==> config.mk <==
export PLATFORM = sky130hd
export DESIGN_NAME = cdda_ctrl
export DESIGN_NICKNAME = d
export VERILOG_FILES = /design/src/rtl/cdda_ctrl.sv
export SDC_FILE = /design/constraint.sdc
export NUM_CORES = 1
export LEC_CHECK = 0
export ABC_AREA = 1
export CAP_MARGIN = 20
export CORE_UTILIZATION = 30
export DETAILED_ROUTE_END_ITERATION = 12
export PLACE_DENSITY = 0.56
export SYNTH_ARGS = -nofsm -noshare
export SYNTH_HDL_FRONTEND = slang
export SYNTH_SLANG_ARGS = --single-unit
==> constraint.sdc <==
create_clock -name CLK -period 6.22 [get_ports CLK]
set_input_delay 1.866 -clock CLK [delete_from_list [all_inputs] [get_ports CLK]]
set_output_delay 1.866 -clock CLK [all_outputs]
set_load 0.05 [all_outputs]
==> src/rtl/cdda_ctrl.sv <==
// cdda_ctrl -- CD-DA playback controller.
//
// Moves 2352-byte sectors (1176 16-bit words) from the sector buffer into
// the CD-DA sample FIFO. A new sector is started only when the FIFO reports
// room for a whole sector. Also generates the 44.1 kHz FIFO read strobe from
// a fractional accumulator and runs the play/pause/resume/stop mode machine.
// Stop is sector-aligned and flushes the FIFO.
//
// Handshakes:
//   CMD_VALID/CMD_READY: a command is taken on a rising CLK edge where both
//   are high. SECTOR_VALID/SECTOR_ACK: the source holds SECTOR_VALID while a
//   full sector is present. It must drop or refresh it by the cycle after the
//   one-cycle SECTOR_ACK pulse. SRC_RD/SRC_DATA: SRC_DATA is valid the cycle
//   after SRC_RD.
//
// Ports:
//   CLK, nRESET            clock, asynchronous active-low reset
//   CMD_VALID, CMD[1:0]    command strobe / code (00 stop, 01 play,
//                          10 pause, 11 resume)
//   CMD_READY              command accepted (low only while STOPPING)
//   SECTOR_VALID           full sector available in the source buffer
//   SECTOR_ACK             pulse after the last word of a sector is written
//   SRC_RD, SRC_ADDR       source read strobe / word address 0..1175
//   SRC_DATA               source word
//   FIFO_WRITE, FIFO_DIN   FIFO write strobe / data
//   FIFO_WRITE_READY       FIFO has room for one full sector
//   FIFO_READ              sample read strobe
//   FIFO_nRESET            FIFO flush, active-low
//   PLAYING                mode is PLAYING
//   SECTORS_DONE           completed sector count (wraps)
module cdda_ctrl #(
    parameter int unsigned CLK_FREQ    = 96000000,
    parameter int unsigned SAMPLE_RATE = 44100
) (
    input  logic        CLK,
    input  logic        nRESET,
    input  logic        CMD_VALID,
    input  logic [1:0]  CMD,
    output logic        CMD_READY,
    input  logic        SECTOR_VALID,
    output logic        SECTOR_ACK,
    output logic        SRC_RD,
    output logic [10:0] SRC_ADDR,
    input  logic [15:0] SRC_DATA,
    output logic        FIFO_WRITE,
    output logic [15:0] FIFO_DIN,
    input  logic        FIFO_WRITE_READY,
    output logic        FIFO_READ,
    output logic        FIFO_nRESET,
    output logic        PLAYING,
    output logic [15:0] SECTORS_DONE
);

    typedef enum logic [1:0] {
        M_STOPPED  = 2'd0,
        M_PLAYING  = 2'd1,
        M_PAUSED   = 2'd2,
        M_STOPPING = 2'd3
    } mode_t;

    typedef enum logic [2:0] {
        T_IDLE = 3'd0,
        T_RD   = 3'd1,
        T_LAT  = 3'd2,
        T_WR   = 3'd3,
        T_ACK  = 3'd4
    } xfer_t;

    localparam logic [1:0]  CMD_STOP   = 2'b00;
    localparam logic [1:0]  CMD_PLAY   = 2'b01;
    localparam logic [1:0]  CMD_PAUSE  = 2'b10;
    localparam logic [1:0]  CMD_RESUME = 2'b11;
    localparam logic [10:0] LAST_ADDR  = 11'd1175;

    mode_t       mode_q, mode_d;
    xfer_t       xfer_q, xfer_d;
    logic [10:0] addr_d;
    logic        cmd_accept;
    logic        stop_accept;
    logic        active;

    logic [31:0] acc_q;
    logic [32:0] acc_sum;
    logic [31:0] acc_d;
    logic        tick;

    // ------------------------------------------------------------------
    // Mode FSM
    // ------------------------------------------------------------------
    always_comb begin
        mode_d      = mode_q;
        cmd_accept  = CMD_VALID && CMD_READY;
        active      = (mode_q == M_PLAYING) || (mode_q == M_PAUSED);
        stop_accept = cmd_accept && (CMD == CMD_STOP) && active;

        case (mode_q)
            M_STOPPED: begin
                if (cmd_accept && (CMD == CMD_PLAY))
                    mode_d = M_PLAYING;
            end
            M_PLAYING: begin
                if (cmd_accept && (CMD == CMD_PAUSE))
                    mode_d = M_PAUSED;
            end
            M_PAUSED: begin
                if (cmd_accept && ((CMD == CMD_PLAY) || (CMD == CMD_RESUME)))
                    mode_d = M_PLAYING;
            end
            M_STOPPING: begin
                if (xfer_q == T_IDLE)
                    mode_d = M_STOPPED;
            end
            default: mode_d = M_STOPPED;
        endcase

        // A stop never aborts a sector: wait in STOPPING until it completes.
        if (stop_accept)
            mode_d = (xfer_q == T_IDLE) ? M_STOPPED : M_STOPPING;
    end

    // ------------------------------------------------------------------
    // Transfer FSM
    // ------------------------------------------------------------------
    always_comb begin
        xfer_d = xfer_q;
        addr_d = SRC_ADDR;

        case (xfer_q)
            T_IDLE: begin
                // A stop taken this cycle goes straight to STOPPED, so a
                // sector must not be started behind it.
                if (active && !stop_accept && SECTOR_VALID && FIFO_WRITE_READY) begin
                    xfer_d = T_RD;
                    addr_d = '0;
                end
            end
            T_RD:  xfer_d = T_LAT;
            T_LAT: xfer_d = T_WR;
            T_WR: begin
                if (SRC_ADDR == LAST_ADDR) begin
                    xfer_d = T_ACK;
                end else begin
                    xfer_d = T_RD;
                    addr_d = SRC_ADDR + 11'd1;
                end
            end
            T_ACK:   xfer_d = T_IDLE;
            default: xfer_d = T_IDLE;
        endcase
    end

    // ------------------------------------------------------------------
    // Sample tick: fractional divider CLK_FREQ -> SAMPLE_RATE.
    // One extra bit keeps the sum from overflowing before the compare.
    // ------------------------------------------------------------------
    always_comb begin
        acc_sum = {1'b0, acc_q} + 33'(SAMPLE_RATE);
        tick    = (acc_sum >= 33'(CLK_FREQ));
        acc_d   = tick ? 32'(acc_sum - 33'(CLK_FREQ)) : acc_sum[31:0];
    end

    // ------------------------------------------------------------------
    // Registers; every output is registered from the next-state values.
    // ------------------------------------------------------------------
    always_ff @(posedge CLK or negedge nRESET) begin
        if (!nRESET) begin
            mode_q       <= M_STOPPED;
            xfer_q       <= T_IDLE;
            SRC_ADDR     <= '0;
            SRC_RD       <= 1'b0;
            FIFO_WRITE   <= 1'b0;
            FIFO_DIN     <= '0;
            SECTOR_ACK   <= 1'b0;
            SECTORS_DONE <= '0;
            CMD_READY    <= 1'b1;
            PLAYING      <= 1'b0;
            FIFO_nRESET  <= 1'b0;
            FIFO_READ    <= 1'b0;
            acc_q        <= '0;
        end else begin
            mode_q     <= mode_d;
            xfer_q     <= xfer_d;
            SRC_ADDR   <= addr_d;
            SRC_RD     <= (xfer_d == T_RD);
            FIFO_WRITE <= (xfer_d == T_WR);
            SECTOR_ACK <= (xfer_d == T_ACK);
            if (xfer_q == T_LAT)
                FIFO_DIN <= SRC_DATA;
            if ((xfer_q == T_WR) && (xfer_d == T_ACK))
                SECTORS_DONE <= SECTORS_DONE + 16'd1;
            CMD_READY   <= (mode_d != M_STOPPING);
            PLAYING     <= (mode_d == M_PLAYING);
            // One-cycle flush on each entry into STOPPED.
            FIFO_nRESET <= !((mode_d == M_STOPPED) && (mode_q != M_STOPPED));
            // Next-state mode so a pause on a tick edge suppresses the read.
            FIFO_READ   <= tick && (mode_d == M_PLAYING);
            acc_q       <= acc_d;
        end
    end

endmodule

Word level (Yosys, flattened, before mapping)
Cells that the tools add are included.

cells by class
  multiplexer cells = 14
  eq/ne operators = 17
  reduce and logical (&&, ||, !) cells = 23
  magnitude comparators = 1
  add/sub/neg operators = 4

operator list
  cell                                                   number
  adder 32 x 16 -> 33 bit, second input constant         1
  >= comparator 33 x 27 -> 1 bit, second input constant  1
  2-to-1 mux 32 bit                                      1
  subtractor 32 x 27 -> 32 bit, second input constant    1
  2-to-1 mux 11 bit                                      2
  one-hot mux 11 bit (2 select lines)                    1
  adder 16 x 1 -> 16 bit, second input constant          1
  logical AND 1 bit                                      12
  2-to-1 mux 2 bit                                       6
  one-hot mux 3 bit (4 select lines)                     1
  adder 11 x 1 -> 11 bit, second input constant          1
  equality test 11 bit, second input constant            1
  equality test 3 x 2 -> 1 bit, second input constant    3
  equality test 2 bit, second input constant             4
  one-hot mux 2 bit (4 select lines)                     1
  equality test 2 x 1 -> 1 bit, second input constant    3
  equality test 3 x 1 -> 1 bit, second input constant    2
  zero test 2 bit                                        3
  2-to-1 mux 3 bit                                       2
  inequality test 2 bit, second input constant           2
  nonzero test 2 bit                                     2
  equality test 3 bit, second input constant             1
  zero test 3 bit                                        1
  AND reduction 3 bit                                    1
  3 further kinds                                        5

storage, ports and cells
  word-level logic and storage cells = 72
  output and inout bits = 50
  bits in registers = 87
  input bits = 23

Depth between registers and ports, before layout
  depth after elaboration = 11
  depth in mapped cells = 21
  depth with buffers taken out = 21

Worst setup path after synthesis
No wires, ideal clock.

  path type = input port to flip-flop
  start point = in CMD_VALID
  end point = reg SRC_ADDR[8]
  stages = 8
  data arrival time = 3193 ps
  data required time = 6072 ps
  setup time = 148 ps
  path buffers = 0
  slack = 2879 ps
  cells stage by stage = nand2_1 nor3_1 nor3_1 nor2_1 nor2_1 nand3_1 nor3_1 nor3_1

between the ends
  longest elaborated chain between the ends = 9

RTL lines
  what                                             RTL line  RTL
  start, declared                                  37        input logic CMD_VALID,
  logical AND 1 bit                                92        cmd_accept = CMD_VALID && CMD_READY;
  logical AND 1 bit (2 in series)                  94        stop_accept = cmd_accept && (CMD == CMD_STOP) && active;
  zero test 1 bit                                  132       if (active && !stop_accept && SECTOR_VALID && FIFO_WRITE_READY) begin
  logical AND 1 bit (3 in series)                  132
  inequality test 2 x 1 -> 1 bit (no source line)  n/a
  AND reduction 3 bit (no source line)             n/a
  end signal, assigned                             183       SRC_ADDR <= addr_d;
  end, declared                                    43        output logic [10:0] SRC_ADDR,

Every way passes these cells.
A chain may end at the register's enable or synchronous reset.

Final worst setup path
Ends and elaborated chain as after synthesis.

==> flow_summary_export.csv <==
group,metric,value,unit
grt,grt_pass1_vias,5266,
setup_path,worst-path-buf-inv,1,
sta,period_needed,3920,ps
grt,track_usage,0.164,
clock_tree,cts-root-buf,"clkbuf_16",
layout,insertedDiodeCount,0,
detailed_routing,drc,0,
setup_path,endpoint_kind,"register",
detailed_routing,num_vias,5559,
placed_design,place_congestion,0.897,
die,die_x,141,um
layout,stdcell_count,1179,
sta,rsz0062_at_grt,"false",
sta,tightestPinTransition,790,ps
synth,synth_nets,894,
layout,fill_cells,2012,
pwr,irDropWorstVdd,0.000107,V
synth,ys_top_cells_by_count,"328 x nand2_1, 100 x inv_1, 88 x nor2_1, 86 x nand3_1, 84 x dfrtp_1",
setup_path,crit_top_cell,"nor3_1",
sta,holdWs,471,ps
sta,drv_slew,0,
sta,hold_viol,0,
synth,async_flop_share,1.00,
synth,yosysUniqueCellTypes,44,
setup_path,cp_cell_sequence,"clkdlybuf4s50_1 > nand2_1 > nor3_1 > nor3_1 > nor2_1 > nor2_1 > nand3_1 > nor3_1 > nor3_1",
sta,max_freq,0.255,GHz
synth,synth_most_common_cell,"nand2_1",
die,start_util,0.307,
setup_path,cp-startpoint,"CMD_VALID",
clock_tree,post_cts_buffers,0,
placed_design,io_buffer_count,72,
clock_tree,post_cts_resized,0,
grt,grt_max_degree,50,
die,dieArea,19800,um^2
layout,finalNetCount,972,
layout,drive_gt1_frac,0.0709,
synth,ys_warn_count,0,
placed_design,place_area,6740,um^2
sta,clock_skew,9.08,ps
clock_tree,cts_tree,"built",
synth,ys_ff_latch,85,
die,pin_count,73,
pwr,power,1.35,mW
layout,ff_latch_area,2130,um^2
synth,synth_edf_count,0,
setup_path,ff2ff_setup_slack,2910,ps
setup_path,arrival,4110,ps
setup_path,cp_max_fo,8,
grt,grt_pass1_wl,25800,um
die,die_h,141,um
synth,synth_flop_cell,"dfrtp_1",
die,rows,50,
layout,multi_input_area,3190,um^2
clock_tree,clockBufferDepth,2,
clock_tree,cts_sinks,85,
layout,utilization,0.377,
run_status,outcome,"finished, final reports clean",
clock_tree,clkTransAtPathRegs,60,ps
detailed_routing,initialDrtViolationCount,370,
detailed_routing,ant_nets,0,
synth,seq_area_frac_synth,0.369,
synth,syn_area,5770,um^2
setup_path,worstSetupPathType,"in -> reg",
detailed_routing,firstDrtPassIters,5,
synth,syn_avg_cell_area,6.69,um^2
sta,setup_tns,0,ps
setup_path,cp_slowest_cell,"nor3_1",
clock_tree,clock_latency,350,ps
clock_tree,cts_inserted_buffers,9,
sta,slew_headroom,0.469,
run,cap_violations,0,
detailed_routing,viasPerCell,4.72,
clock_tree,h-tree-depth,3,
die,core-area,18800,um^2
pwr,leakage,3.53,nW
sta,finalSetupViolations,0,
grt,grt_antenna_before_repair,0,
detailed_routing,totalWireLength,15300,um
placed_design,dp_slack,2000,ps
sta,fin_ws,2300,ps
hold_path,worstHoldStart,"FIFO_DIN[8]",
setup_path,crit_path_start_kind,"input port",
clock_tree,hold_buffers,0,
setup_path,crit_required,6410,ps
setup_path,cpPeakStageDelay,650,ps
placed_design,dp_hpwl,11800,um
placed_design,dpl.cell_count,1162,
hold_path,hold_path_class,"reg -> reg",
layout,syn_to_final_growth,22.5,%
grt,overflow,0,
pwr,p_per_area,192,nW/um^2
synth,yosysTopAreaCell,"dfrtp_1",
synth,yosysTopAreaCellShare,0.364,
layout,design_area,7070,um^2
sta,period_share,0.630,
setup_path,worstReg2RegStart,"acc_q[2]",
synth,postSynthCellCount,862,
setup_path,path_delay_family,"simple AND/OR/NAND/NOR gates",
detailed_routing,avgRoutedWirePerCell,13.0,um
synth,synthTopCellsByArea,"dfrtp_1 36%, nand2_1 21%, nand3_1 7.5%, inv_1 6.5%, nor2_1 5.7%",
[metal layers]
layer  GRT usage  part of all wire  up-vias
met2       0.268              0.47      125
met1       0.219              0.47     2547
met3      0.0319             0.043       10
met4      0.0458             0.012        0
li1            -                 -     2877
met5           0                 0        -
[cell families (layout without fill, tap and decap cells)]
kind of cell	count (synthesis)	count (layout)	synth area share
fa+ha+maj	9	9	0.0195
buf+inv	115	198	0.0796
compound gates	29	29	0.0321
flops	85	85	0.369
simple gates	591	591	0.450
xor+xnor	33	33	0.0501
[state kept, by name (all words and copies together) (netlist names)]
signal and count:
FIFO_nRESET 1, SRC_RD 1, SECTOR_ACK 1, FIFO_DIN 16, SRC_ADDR 11, PLAYING 1, mode_q 2, CMD_READY 1
acc_q 30, xfer_q 3, FIFO_READ 1, FIFO_WRITE 1, SECTORS_DONE 16
[cell usage in the layout, fill, tap and decap left out, types with 7 or more instances in the layout]
master	n
clkbuf_16	9
ha_1	9
nand4_1	19
nor4_1	11
nand3_1	86
xor2_1	26
inv_2	7
xnor2_1	7
o21ai_0	9
dfrtp_1	84
nand2_2	18
clkdlybuf4s50_1	71
nor2_1	88
a21oi_1	8
inv_1	100
nand2_1	328
nor3_1	14
[worst reg2reg max path, delay by kind of cell, from the launching register on]
| family | cells | cell delay [ps] |
|---|---|---|
| compound gates | 1 | 460 |
| fa+ha+maj | 2 | 470 |
| buf+inv | 3 | 310 |
| flops | 1 | 410 |
| simple gates | 12 | 1560 |
[where the power goes]
group / leakage (nW) / switching [mW] / total [mW] / internal (mW)
clock: 0.156 / 0.228 / 0.580 / 0.352
combinational: 2.29 / 0.121 / 0.188 / 0.0671
sequential: 1.08 / 0.0128 / 0.586 / 0.573
total: 3.53 / 0.362 / 1.35 / 0.992
[final timing paths]
kind | end | cells after the start
hold reg to reg | FIFO_DIN[8] | 2
min in group asynchronous | SECTORS_DONE[8] | 1
max in group asynchronous | SRC_ADDR[10] | 2
setup reg to reg | acc_q[30] | 18
hold / removal | FIFO_DIN[8] | 2
setup / recovery | SRC_ADDR[8] | 9
[final cells by class]
| class | count | share of cell area |
|---|---|---|
| Clock inverter | 6 | 0.0124 |
| Timing Repair Buffer | 74 | 0.104 |
| Inverter | 108 | 0.0574 |
| Sequential cell | 85 | 0.301 |
| Multi-Input combinational cell | 662 | 0.451 |
| Clock buffer | 10 | 0.0324 |
| Tap cell | 234 | 0.0414 |
Note: power is estimated with default switching activity, not from simulation.
